## src/rtl/fe_frombytes_stream_pkg.sv

```systemverilog
// Shared constants, tables and FSM state type for the ed25519 field-element
// byte loader: limb geometry, ref10 unpack offsets/shifts and carry order.
package fe_frombytes_stream_pkg;

    localparam int FE_NLIMBS = 10;
    localparam int FE_LIMB_W = 32;
    localparam int FE_BYTES  = 32;
    localparam int CARRY_STEPS = 10;

    typedef enum logic [1:0] {
        ST_LOAD,
        ST_UNPACK,
        ST_CARRY,
        ST_DONE
    } fe_state_e;

    // Even limbs hold 26 bits, odd limbs 25 bits (radix 2^25.5).
    function automatic int limb_bits(input int i);
        return (i % 2 == 0) ? 26 : 25;
    endfunction

    // Byte offset of the little-endian load feeding limb i.
    function automatic int unpack_off(input int i);
        case (i)
            0:       return 0;
            1:       return 4;
            2:       return 7;
            3:       return 10;
            4:       return 13;
            5:       return 16;
            6:       return 20;
            7:       return 23;
            8:       return 26;
            default: return 29;
        endcase
    endfunction

    // Left shift applied to the load of limb i.
    function automatic int unpack_shl(input int i);
        case (i)
            0:       return 0;
            1:       return 6;
            2:       return 5;
            3:       return 3;
            4:       return 2;
            5:       return 0;
            6:       return 7;
            7:       return 5;
            8:       return 4;
            default: return 2;
        endcase
    endfunction

    // Limbs 0 and 5 use a 4-byte load, all others a 3-byte load.
    function automatic bit unpack_ld4(input int i);
        return (i == 0) || (i == 5);
    endfunction

    // Limb carried at step k: 9,1,3,5,7,0,2,4,6,8.
    function automatic logic [3:0] carry_limb(input logic [3:0] k);
        case (k)
            4'd0:    return 4'd9;
            4'd1:    return 4'd1;
            4'd2:    return 4'd3;
            4'd3:    return 4'd5;
            4'd4:    return 4'd7;
            4'd5:    return 4'd0;
            4'd6:    return 4'd2;
            4'd7:    return 4'd4;
            4'd8:    return 4'd6;
            default: return 4'd8;
        endcase
    endfunction

endpackage

```

## src/rtl/fe_frombytes_stream_unpack.sv

```systemverilog
// Combinational ref10 unpack: 32 little-endian bytes -> 10 pre-carry limbs.
// Ports: s_vec (byte j at bits 8j+7:8j), h[0..9] zero-extended ACC_W limbs.
module fe_frombytes_stream_unpack
    import fe_frombytes_stream_pkg::*;
#(
    parameter int ACC_W    = 40,
    parameter bit MASK_TOP = 1'b1
) (
    input  logic [8*FE_BYTES-1:0]   s_vec,
    output logic signed [ACC_W-1:0] h [FE_NLIMBS]
);

    // Bit 255 sits at bit 23 of the last 3-byte load.
    localparam logic [23:0] TOP_MASK = MASK_TOP ? 24'h7FFFFF : 24'hFFFFFF;

    for (genvar i = 0; i < FE_NLIMBS; i++) begin : g_limb
        localparam int OFF = unpack_off(i);
        localparam int SHL = unpack_shl(i);
        logic [31:0] raw;

        if (unpack_ld4(i)) begin : g_ld4
            assign raw = s_vec[8*OFF +: 32];
        end else if (i == FE_NLIMBS - 1) begin : g_top
            assign raw = {8'd0, s_vec[8*OFF +: 24] & TOP_MASK};
        end else begin : g_ld3
            assign raw = {8'd0, s_vec[8*OFF +: 24]};
        end

        assign h[i] = $signed({{(ACC_W-32){1'b0}}, raw} << SHL);
    end

endmodule

```

## src/rtl/fe_frombytes_stream.sv

```systemverilog
// Byte-serial ed25519 field-element loader: collects 32 bytes, unpacks into
// 10 signed limbs, runs the ref10 carry chain one carry per clock.
// Ports: clk; rst (sync, active low); in_byte/in_valid/in_ready byte input;
// out = limbs h0..h9 (h_i at out[LIMB_W*i +: LIMB_W]); done = 1-cycle pulse.
module fe_frombytes_stream
    import fe_frombytes_stream_pkg::*;
#(
    parameter int LIMB_W   = FE_LIMB_W,
    parameter int ACC_W    = 40,
    parameter bit MASK_TOP = 1'b1
) (
    input  logic                          clk,
    input  logic                          rst,
    input  logic [7:0]                    in_byte,
    input  logic                          in_valid,
    output logic                          in_ready,
    output logic [FE_NLIMBS*LIMB_W-1:0]   out,
    output logic                          done
);

    localparam int SR_W   = 8 * FE_BYTES;
    localparam int CNT_W  = $clog2(FE_BYTES);
    localparam int ODD_W  = limb_bits(1);
    localparam int EVEN_W = limb_bits(0);
    localparam logic signed [ACC_W-1:0] ONE = {{(ACC_W-1){1'b0}}, 1'b1};
    localparam logic signed [ACC_W-1:0] RND_ODD  = ONE <<< (ODD_W - 1);
    localparam logic signed [ACC_W-1:0] RND_EVEN = ONE <<< (EVEN_W - 1);

    fe_state_e                    state_q, state_d;
    logic [CNT_W-1:0]             cnt_q, cnt_d;
    logic [3:0]                   step_q, step_d;
    logic [SR_W-1:0]              sr_q, sr_d;
    logic signed [ACC_W-1:0]      h_q [FE_NLIMBS];
    logic signed [ACC_W-1:0]      h_d [FE_NLIMBS];
    logic [FE_NLIMBS*LIMB_W-1:0]  out_q, out_d;
    logic                         done_q, done_d;

    logic signed [ACC_W-1:0]      unp [FE_NLIMBS];

    logic [3:0]                   idx;
    logic [3:0]                   dst;
    logic signed [ACC_W-1:0]      cur;
    logic signed [ACC_W-1:0]      c;
    logic signed [ACC_W-1:0]      rem;
    logic signed [ACC_W-1:0]      add;

    fe_frombytes_stream_unpack #(
        .ACC_W    (ACC_W),
        .MASK_TOP (MASK_TOP)
    ) u_unpack (
        .s_vec (sr_q),
        .h     (unp)
    );

    // Shared carry datapath, steered by the current step.
    always_comb begin
        idx = carry_limb(step_q);
        dst = (idx == 4'd9) ? 4'd0 : idx + 4'd1;
        cur = h_q[idx];
        if (idx[0]) begin
            c   = (cur + RND_ODD) >>> ODD_W;
            rem = cur - (c <<< ODD_W);
        end else begin
            c   = (cur + RND_EVEN) >>> EVEN_W;
            rem = cur - (c <<< EVEN_W);
        end
        // Wrap from h9 to h0 folds 2^255 = 19 mod p.
        add = (idx == 4'd9) ? (c <<< 4) + (c <<< 1) + c : c;
    end

    always_comb begin
        state_d = state_q;
        cnt_d   = cnt_q;
        step_d  = step_q;
        sr_d    = sr_q;
        h_d     = h_q;
        out_d   = out_q;
        done_d  = 1'b0;

        unique case (state_q)
            ST_LOAD: begin
                if (in_valid) begin
                    // New bytes enter at the top so s[0] ends at bits 7:0.
                    sr_d  = {in_byte, sr_q[SR_W-1:8]};
                    cnt_d = cnt_q + 1'b1;
                    if (cnt_q == CNT_W'(FE_BYTES - 1)) begin
                        cnt_d   = '0;
                        state_d = ST_UNPACK;
                    end
                end
            end
            ST_UNPACK: begin
                h_d     = unp;
                step_d  = '0;
                state_d = ST_CARRY;
            end
            ST_CARRY: begin
                h_d[idx] = rem;
                h_d[dst] = h_q[dst] + add;
                step_d   = step_q + 4'd1;
                if (step_q == 4'(CARRY_STEPS - 1)) begin
                    state_d = ST_DONE;
                end
            end
            ST_DONE: begin
                for (int i = 0; i < FE_NLIMBS; i++) begin
                    out_d[LIMB_W*i +: LIMB_W] = h_q[i][LIMB_W-1:0];
                end
                done_d  = 1'b1;
                state_d = ST_LOAD;
            end
            default: begin
                state_d = ST_LOAD;
            end
        endcase
    end

    always_ff @(posedge clk) begin
        if (!rst) begin
            state_q <= ST_LOAD;
            cnt_q   <= '0;
            step_q  <= '0;
            sr_q    <= '0;
            h_q     <= '{default: '0};
            out_q   <= '0;
            done_q  <= 1'b0;
        end else begin
            state_q <= state_d;
            cnt_q   <= cnt_d;
            step_q  <= step_d;
            sr_q    <= sr_d;
            h_q     <= h_d;
            out_q   <= out_d;
            done_q  <= done_d;
        end
    end

    assign in_ready = (state_q == ST_LOAD);
    assign out      = out_q;
    assign done     = done_q;

endmodule

```

## config.mk

```make
export PLATFORM = sky130hd
export DESIGN_NAME = fe_frombytes_stream
export DESIGN_NICKNAME = d
export VERILOG_FILES = /design/src/rtl/fe_frombytes_stream_pkg.sv /design/src/rtl/fe_frombytes_stream_unpack.sv /design/src/rtl/fe_frombytes_stream.sv
export SDC_FILE = /design/constraint.sdc
export NUM_CORES = 2
export LEC_CHECK = 0
export ABC_AREA = 1
export BUFFER_PORTS_ARGS = -buffer_cell sky130_fd_sc_hd__buf_2
export CAP_MARGIN = 40
export CORE_AREA = 2 2 365 367
export CTS_CLUSTER_DIAMETER = 60
export DETAILED_ROUTE_END_ITERATION = 8
export DIE_AREA = 0 0 367 369
export SETUP_SLACK_MARGIN = 0.5
export SYNTH_ARGS = -nofsm -noshare
export SYNTH_HDL_FRONTEND = slang
export SYNTH_SLANG_ARGS = --single-unit
```

## constraint.sdc

```tcl
create_clock -name clk -period 8 [get_ports clk]
set_input_delay 1.6 -clock clk [delete_from_list [all_inputs] [get_ports clk]]
set_output_delay 1.6 -clock clk [all_outputs]
set_load 0.05 [all_outputs]
```

==> impl_results.md <==
- Status: finished clean
- R2r startpoint: idx[1]
- Final Slew Violations: 0
- Post-Synth Adder-Cell Area: around 2.6%
- Post-Synthesis Cell Area: 52,410 um2
- Total track usage: 40.91%
- Worst slew margin: around 27%
- Post-synthesis cell type count: between 50 and 60
- Routed WL per cell: 29.04 um
- Core area: approximately 130,000 um2
- Worst hold start: h_q[7]
- Largest family of logic cells by synthesized area: compound AO/OA/AOI/OAI gates
- Clock Sinks: slightly below 1,000
- Layout area overhead: 24.32%
- Vias in the first global route: 54,550
- Initial Utilization: 39.97%
- Post-route minimum period: around 7.4 ns
- IO Port Bufs: 332
- Routed wire length: 290,500 um
- Hold Vio Cnt, Final: 0
- Clock slew at reported path FFs: 0.06 ns
- Share of cells above drive strength 1: 18.25%
- Yosys warnings: 0
- CTS tree: done
- Startpoint Class: flop
- Final period util: 92.20%
- Io pins: 333
- Min-Delay Path Class: flop to flop
- Flop-to-flop setup slack: 0.62 ns
- DRT Pass-1 Iters: 8
- Most common cell after layout, fill and taps aside: nand2_1
- Leakage power: about 28 nW
- Pwr Total: ~21 mW
- Hold Slack: roughly 0.46 ns
- Hpwl dp: 207,600 um
- Die Ht: 369 um
- Post-synth top flop: dfxtp_1
- Data required time of the worst path: 8.72 ns
- Largest net degree at the start of global routing: about 220
- EDFF count, synth: 0
- Rows: 133
- Die area: 135,400 um2
- Routed Antenna Nets: 0
- DRC: 0
- Fillcell total: 13,444
- NumNets Final: 8,270
- Vias/cell: about 6
- Cell count after synthesis: 7,666
- Post-synthesis xor/xnor area fraction: around 1.4%
- Syn nets: ~7,800
- Power per cell area: 328.4 nW/um2
- Crit path largest cell delay: approximately 0.40 ns
- GR Overflow Total: 0
- First-pass GRT wire length: 405,500 um
- Initial drt markers: 8,310
- Slowest cell on crit path: fa_2
- Number of synthesized register bits: 992
- Commonest non-fill, non-tap cells in the layout: nand2_1, dfxtp_1, o21ai_0
- Worst Path Arrival: 8.10 ns
- Final WS setup: 0.6236 ns
- Mux contribution to synthesized area: 0.01910%
- Die span in x: 367 um
- Asr flop ratio synth: 0%
- Worst Hold Path EP: h_q[7]
- Compound-Gate Fraction of Synth Area: between 20 and 30%
- R2R cell count: 48
- Final Setup Violations: 0
- Clock Path Buffers: 3
- Syn_area_per_cell: 6.837 um2
- Hold path depth: 2
- Final setup TNS: 0 ns
- Final design utilization: 49.69%
- Antenna violations before repair: 8
- Most frequent CP cell: buf_4
- Reg area: 19,870 um2
- Seq/Total Area, Yosys: 37.89%
- RSZ-0062 raised after global routing: yes
- WS Path Type: flop to flop
- Total of max-cap violations: 0
- Crit-path max FO: 9
- Global placer's final weighted congestion: 1.039
- Multi-input gate area in the final layout: 30,160 um2
- Clk Latency, worst-skew pair: 0.80 ns
- Fmax: around 140 MHz
- Critical Path Sink Type: flop
- Setup Skew: about 0.11 ns
- Max IR drop VDD: 0.0002772 V
- Num CTS Buffers: 115
- Reg2reg end: h_q[319]
- Simple-gate area share of the yosys netlist: between 20% and 30%
- H-tree Lvls: 3
- Via count: 60,705
- CTS root buf: clkbuf_16
- Worst slack at placement: -0.4229 ns
- Tightest Pin Transition: 1.096 ns
-- worst max path at each step --
stage                      start        to  slack [ns]  cells after the start
after detailed placement  idx[1]   h_q[34]       -0.42                     51
after global placement    idx[1]   h_q[34]       -0.28                     51
after global routing      idx[1]  h_q[390]        0.41                     52
after floorplan           idx[0]   h_q[35]        0.64                     50
final                     idx[1]  h_q[319]        0.62                     48
after CTS                 idx[1]  h_q[277]        0.50                     51
-- flip-flops by register name, indices dropped and copies added, names as in the netlist --
name and count:
done 1, state_q 2, sr_q 256, idx 4
cnt_q 5, out 320, step_q 4, h_q 400
-- stage by stage --
stage,instances,area [um2]
floorplan,7666,52410
global placement,9721,58760
detailed placement,9739,59110
CTS,9959,63350
global route,10003,65150
finish,10006,65160
-- critical path: cells and delay by family, from the launching register on --
kind	cells	cell delay, ns
adders and majority gates	5	1.45
DFF	1	0.36
buffers and inverters	15	1.80
AOI/OAI and AO/OA	15	2.43
and+or+nand+nor	13	1.26
-- cell type report --
| class | instances | area share [%] |
|---|---|---|
| antenna | 3 | 0.01152 |
| clock buffer | 157 | 4.968 |
| clock inverter | 58 | 1.039 |
| inverter | 459 | 2.721 |
| multi-input combinational | 5625 | 46.29 |
| sequential | 992 | 30.49 |
| tap | 1755 | 3.370 |
| timing repair buffer | 957 | 11.11 |
-- where the power goes --
group          switching, mW  total [mW]  internal (mW)
Combinational           6.76        9.23           2.47
Clock                   2.38        5.53           3.15
Sequential             0.925        6.64           5.72
-- cell families after synthesis --
group           Yosys count
flops                   992
simple gates           2791
buf+inv                1050
mux                       1
fa+ha+maj               109
xor+xnor                 83
compound gates         2640
-- what timing repair did --
action | 4_1_cts | 5_1_grt
setup buffers | 5 | 36
hold buffers | 0 | 0
resized for setup | 78 | 319
cloned | 0 | 4
endpoints found under the setup margin | 242 | 263
pin swaps | 15 | 109
-- cell usage after synthesis, types with 8 or more instances --
cell type,count,area share [%]
nand2_1,1421,10
o21ai_0,1009,9.6
dfxtp_1,992,38
nor2_1,967,6.9
a21oi_1,944,9.0
clkbuf_1,509,3.6
inv_1,432,3.1
nand3_1,262,2.5
o211ai_1,245,3.5
a221o_1,121,2.3
ha_1,106,2.5
a22oi_1,78,1.1
a31oi_1,61,0.73
xor2_1,58,0.97
buf_1,50,0.36
o21ai_1,48,0.46
o221ai_1,41,0.69
nor3_1,40,0.38
o22ai_1,32,0.38
xnor2_1,25,0.42
buf_2,21,0.20
inv_2,18,0.13
nand2_2,17,0.20
nand3_2,14,0.27
nand4_1,14,0.17
nor2_2,14,0.17
a32o_1,11,0.21
o21a_1,11,0.16
a221oi_1,9,0.15
clkinv_1,9,0.064
a21o_1,8,0.11
or2_2,8,0.095
-- per-layer routing --
metal  wire, um  track usage (%)
met3      30190            8.358
met1     112700            52.48
met5         54                0
met2     121800            61.11
met4      25770            29.18
Power figures use the tool's default switching activity.
